### config.mk
export PLATFORM = sky130hd
export DESIGN_NAME = pipe_ctrl
export DESIGN_NICKNAME = d
export VERILOG_FILES = /design/src/rtl/pipe_ctrl.sv
export SDC_FILE = /design/constraint.sdc
export NUM_CORES = 1
export LEC_CHECK = 0
export CORE_MARGIN = 3
export CORE_UTILIZATION = 40
export CTS_CLUSTER_DIAMETER = 30
export DETAILED_ROUTE_END_ITERATION = 6
export DONT_BUFFER_PORTS = 1
export SLEW_MARGIN = 10
export SYNTH_ARGS = -nofsm -noshare
export SYNTH_HDL_FRONTEND = slang
export SYNTH_SLANG_ARGS = --single-unit
### constraint.sdc
create_clock -name clk -period 2.4 [get_ports clk]
set_clock_uncertainty 0.05 [all_clocks]
set_input_delay 0.48 -clock clk [delete_from_list [all_inputs] [get_ports clk]]
set_output_delay 0.48 -clock clk [all_outputs]
set_load 0.02 [all_outputs]
### src/rtl/pipe_ctrl.sv
// rtl/pipe_ctrl.sv - central stall/flush/redirect controller for the 5-stage core
// Combinational per-cycle controls plus a 4-state sequencer for redirect, multi-cycle and bus hold.
module pipe_ctrl #(
  parameter int unsigned JUMP_FLUSH_EXTRA = 1,
  parameter int unsigned MC_TIMEOUT       = 64
) (
  input  logic        clk,
  input  logic        rstn,
  input  logic        id_hold_flag_i,
  input  logic        ex_jump_flag_i,
  input  logic [31:0] ex_jump_addr_i,
  input  logic        mc_start_i,
  input  logic        mc_done_i,
  input  logic        hold_req_i,
  output logic        hold_ack_o,
  output logic        jump_flag_o,
  output logic [31:0] jump_addr_o,
  output logic [4:0]  stall_o,
  output logic [4:0]  flush_o,
  output logic        mc_timeout_o,
  output logic [31:0] stall_cnt_o
);

  typedef enum logic [1:0] {RUN, REDIRECT, MC_WAIT, BUS_HOLD} state_t;

  localparam logic [15:0] REDIR_LOAD = 16'(JUMP_FLUSH_EXTRA);
  localparam logic [15:0] MC_LAST    = 16'(MC_TIMEOUT - 1);

  state_t      state, state_nxt;
  logic [15:0] cnt, cnt_nxt;
  logic        hold_ack;
  logic [31:0] stall_cnt;
  logic        jump, timeout;
  logic [4:0]  stall, flush;

  always_comb begin
    state_nxt = state;
    cnt_nxt   = cnt;
    jump      = 1'b0;
    stall     = 5'b00000;
    flush     = 5'b00000;
    timeout   = 1'b0;
    case (state)
      RUN: begin
        if (ex_jump_flag_i) begin
          jump  = 1'b1;
          flush = 5'b00110;
          if (REDIR_LOAD != 16'd0) begin
            state_nxt = REDIRECT;
            cnt_nxt   = REDIR_LOAD;
          end
        end else if (mc_start_i) begin
          stall     = 5'b00111;
          flush     = 5'b01000;
          state_nxt = MC_WAIT;
          cnt_nxt   = 16'd0;
        end else if (id_hold_flag_i) begin
          stall = 5'b00011;
          flush = 5'b00100;
        end else if (hold_req_i) begin
          state_nxt = BUS_HOLD;
        end
      end
      REDIRECT: begin
        // ex is being flushed here, so only a fresh redirect is honoured
        if (ex_jump_flag_i) begin
          jump    = 1'b1;
          flush   = 5'b00110;
          cnt_nxt = REDIR_LOAD;
        end else begin
          flush = 5'b00010;
          if (cnt <= 16'd1) state_nxt = RUN;
          else              cnt_nxt   = cnt - 16'd1;
        end
      end
      MC_WAIT: begin
        if (mc_done_i) begin
          state_nxt = RUN;
        end else if (cnt == MC_LAST) begin
          timeout   = 1'b1;
          state_nxt = RUN;
        end else begin
          stall   = 5'b00111;
          flush   = 5'b01000;
          cnt_nxt = cnt + 16'd1;
        end
      end
      BUS_HOLD: begin
        stall = 5'b11111;
        if (!hold_req_i) state_nxt = RUN;
      end
      default: state_nxt = RUN;
    endcase
  end

  always_ff @(posedge clk or posedge rstn) begin
    if (rstn) begin
      state     <= RUN;
      cnt       <= 16'd0;
      hold_ack  <= 1'b0;
      stall_cnt <= 32'd0;
    end else begin
      state    <= state_nxt;
      cnt      <= cnt_nxt;
      hold_ack <= (state_nxt == BUS_HOLD);
      if (stall[0]) stall_cnt <= stall_cnt + 32'd1;
    end
  end

  // Combinational outputs are gated so nothing leaks out while reset is held
  assign jump_flag_o  = jump & ~rstn;
  assign jump_addr_o  = (jump & ~rstn) ? ex_jump_addr_i : 32'd0;
  assign stall_o      = rstn ? 5'b00000 : stall;
  assign flush_o      = rstn ? 5'b00000 : flush;
  assign mc_timeout_o = timeout & ~rstn;
  assign hold_ack_o   = hold_ack;
  assign stall_cnt_o  = stall_cnt;

endmodule

# Word-level counts from Yosys, hierarchy flattened

Cells that the tools add are included.

Bitwise logic cells: 3
$add $sub $neg: 3
$lt $le $gt $ge: 1
Reductions and logical operators: 4
Equal/unequal tests: 9
Muxes and demuxes: 38

Operators with widths:

| operator              | count |
|---|---|
| $mux 16               | 6 |
| $pmux 16 s3           | 1 |
| $add 32x1->32 const B | 1 |
| $mux 32               | 1 |
| $mux 2                | 10 |
| $mux 3                | 6 |
| $add 16x1->16 const B | 1 |
| $eq 16x6->1 const B   | 1 |
| $le 16x1->1 const B   | 1 |
| $mux 4                | 4 |
| $sub 16x1->16 const B | 1 |
| $pmux 5 s3            | 1 |
| $pmux 4 s3            | 1 |
| $mux 5                | 2 |
| $pmux 2 s4            | 1 |
| $eq 2x2->1 const B    | 3 |
| $ne 3x3->1 const B    | 2 |
| $mux 1                | 5 |
| $reduce_and 5->1      | 1 |
| $ne 2x2->1 const B    | 2 |
| $reduce_bool 3->1     | 1 |
| $and 1x1->1           | 2 |
| $eq 2x1->1 const B    | 1 |
| $logic_not 2->1       | 1 |
| other kinds (2)       | 2 |

Bits in registers: 51
Bits of input ports: 39
Word-level logic and storage cells: 62
Output and inout port bits: 77

# Logic depth before layout (Yosys ltp)

Depth after elaboration: 6
Mapped depth: 9

# Worst setup path before layout

OpenSTA, ideal clock, no wires.

Path kind: input to output
Start: input port rstn
End: output port mc_timeout_o
Buffers on the path: 1
Data arrival time: 2.411 ns
Stages: 4
Data required time: 1.870 ns
Setup slack: -0.541 ns
Path through: clkbuf_1 -> inv_1 -> nand4_1 -> nor3_1

Word-level cells in the longest chain between the ends: 2

Ends and longest elaborated chain:

| element     | line | RTL |
|---|---|---|
| from (decl) | 8    | `input logic rstn,` |
| $not 1->1   | 115  | `assign mc_timeout_o = timeout & ~rstn;` |
| $and 1x1->1 | 115  |  |
| to (decl)   | 20   | `output logic mc_timeout_o,` |

No other way between the ends.

# Final worst setup path

Start: register cnt[13]
End: output port stall_o[2]

Word-level cells in the longest chain between the ends: 5

Ends and longest elaborated chain:

| element                | line | RTL |
|---|---|---|
| from (decl)            | 30   | `logic [15:0] cnt, cnt_nxt;` |
| from (signal assigned) | 104  | `cnt <= cnt_nxt;` |
| $eq 16x6->1            | 79   | `end else if (cnt == MC_LAST) begin` |
| $mux 3                 | 79   |  |
| $mux 3                 | 77   | `if (mc_done_i) begin` |
| $pmux 5 s3             | 43   | `case (state)` |
| $mux 5                 | 113  | `assign stall_o = rstn ? 5'b00000 : stall;` |
| to (decl)              | 18   | `output logic [4:0] stall_o,` |

No other way between the ends.

==> metrics <==
Iteration-0 DRC Markers=164; end of the critical path=stall_o[2]; Reg area=1280 sq um; multi-input logic area=2230 sq um; P per Cell Area=1100 nW/um^2; leakage=1.78 nW; post-synth top area share=35.9%; CP arrival=1860 ps; worst min-delay path class=input port to async pin; largest net degree at the start of global routing=52; Distinct cells, synth=66; commonest non-fill, non-tap cell in the layout=dfrtp_1; die area=10000 sq um; final instance area=4160 sq um; worst path required time=1870 ps; vias per inst=5.77; critical path's top delay family=simple AND/OR/NAND/NOR gates; worst r2r path cells=7; Critical-path top delay cell=dfrtp_1; register bit total from synthesis=51; DRT Wirelength=9720 microns; cell taking the most area after synthesis=dfrtp_1; ANT cells=0; minimum clock period=2390 ps; final global-route overflow total=0; Top FF cell, synth=dfrtp_1; post-route ant nets=0; FILL cells=816; outcome=completed; Avg WL per Cell=17.5 microns; Root Buffer=clkbuf_8; Total Power=4.57 mW; Worst Setup End Kind=output pin; CP startpoint=cnt[13]; Worst setup SP type=flip-flop; Reg2Reg Setup Slack=90 ps; total of max-cap violations=0; post-placement cell count=542; slew margin rel.=57.4%; final hold violation count=0; chip height=100 microns; Placed Instance Area=3880 sq um; Final nets=498; gpl congestion=0.946; endpoints failing setup=0; Crit path depth=5; clock slew at reported path FFs=110 ps; initial core utilization=42.2%; H-tree depth=2; drt pass-1 iters=5; async set-reset flop share out of synthesis=100%; CTS tree=yes; CTS Buf Count=5; I/O pin count=116; CP cell instances=nor4_4 > and4_4 > o22a_1 > a211oi_2 > buf_4; WHS=191 ps; clk sink count=51; input/output buffers=0; final core utilization=49.3%; mapped cell area=3550 sq um; CP Max Fanout=6; via count=3207; sequential cell area fraction in the yosys report=35.9%; initial antenna violation count=0; Yosys warning total=0; WP buf/inv=1; Syn Area/Cell=8.52 sq um; chip width=100 microns; RSZ-0062 raised after global routing=true; worst setup path class=flip-flop to output pin; post-DP HPWL=7060 microns; clock latency at the later pin of the worst-skew pair=320 ps; first-pass GRT wire length=14700 microns; reg-to-reg endpoint=cnt[9]; Clock Tree Buf Depth=2; vias in the first global route=2835; period utilization=99.4%; most frequent cells in the layout=dfrtp_1 (48), buf_4 (46), nand2_1 (32), and2_2 (32), o21ai_0 (31); reg2reg start=cnt[2]; Post-synth EDFFs=0; Core ar.=8420 sq um; Post-Synthesis Cells=417; Area contributors post-synth=dfrtp_1 (36%), and2_1 (5.8%), o21ai_0 (4.5%); DRC=0; Global Route Usage Sum=17.9%; Slew Viols, Final=0; row cnt=33; Max Freq=0.419 GHz; maximum vdd drop=0.000390 V; Finished Layout Cells=556; Area Growth Syn to Fin=17.0%; layout cells sized above 1=27.7%; largest stage delay on the critical path=480 ps; Worst-Margin Slew=638 ps
## cells by family after synthesis
| group | after synthesis | synth area share (%) |
|---|---|---|
| adders and majority gates | 9 | 3.17 |
| AOI/OAI and AO/OA | 91 | 16.6 |
| muxes | 2 | 0.634 |
| and+or+nand+nor | 194 | 30.6 |
| buffers and inverters | 36 | 4.79 |
| other | 1 | 0.106 |
| xor gates and xnor gates | 33 | 8.14 |
| DFF | 51 | 35.9 |
## flip-flops by register name, summed over array words and instances (netlist names)
| name | count |
|---|---|
| cnt | 16 |
| state | 2 |
| hold_ack_o | 1 |
| stall_cnt_o | 32 |
## what timing repair did
action	4_1_cts	5_1_grt
setup buffers	4	2
pin swaps	5	5
resized for setup	15	42
endpoints found under the setup margin	37	45
hold buffers	0	0
## where the power goes
| group | leakage, nW | internal [mW] | switching (mW) |
|---|---|---|---|
| logic | 1.05 | 1.05 | 1.71 |
| registers | 0.686 | 1.02 | 0.251 |
| clock network | 0.0491 | 0.215 | 0.319 |
| total | 1.78 | 2.29 | 2.28 |
## synth_stat cells (3+ instances only)
master / n
nand3_1: 25
buf_4: 6
o31ai_1: 4
nor3b_1: 3
dfrtp_1: 51
o22ai_1: 5
a21oi_1: 17
a31oi_1: 3
nor3_1: 15
o21ai_0: 32
nand2_1: 32
buf_2: 4
nor4_1: 3
nor2b_1: 4
and2_1: 33
xnor2_1: 18
and4_1: 6
a32oi_1: 3
and3_1: 5
nand4_1: 10
clkbuf_1: 11
ha_1: 9
xor2_1: 15
nor4_2: 3
nand2b_1: 7
or3_1: 4
nor2_1: 31
inv_1: 13
## worst register-to-register path, cell delays in order, from the launching register on
cell and delay (ps):
dfrtp_1 420, buf_4 180, nor4_2 490, nand3_1 300
or3_1 380, a21oi_1 160, nor3_1 70, o21ai_0 180
## layer usage
layer / GRT usage, % / vias to the layer above / wire [microns]
met4: 4.15 / 0 / 102
met5: 0 / - / 0
met2: 27.7 / 90 / 4660
met1: 25.8 / 1559 / 4420
met3: 3.34 / 9 / 529
li1: - / 1549 / -
## worst min-delay path by stage
stage | from | endpoint | slack (ps) | depth (start not counted)
floorplan | cnt[5] | cnt[5] | 430 | 1
global placement | cnt[5] | cnt[5] | 470 | 1
detailed placement | cnt[5] | cnt[5] | 470 | 1
CTS | rstn | stall_cnt_o[11] | 210 | 2
global route | rstn | cnt[3] | 250 | 2
finish | rstn | cnt[3] | 190 | 2
## per-stage QoR
stage          TNS, ps  worst slack (ps)
5_1_grt           -641             -77.4
3_3_place_gp         0               154
6_report             0              13.8
3_5_place_dp         0              88.6
2_1_floorplan     -312              -163
4_1_cts              0              9.20
## final cells by class
class / count / share of cell area, %
multi-input cells: 331 / 53.6
flip-flops and latches: 51 / 30.8
well taps: 105 / 3.16
inverters: 13 / 1.26
clock inverters: 3 / 0.632
repair buffers: 48 / 8.85
clock buffers: 5 / 1.66
No activity file was read; power rests on OpenSTA's default activity.
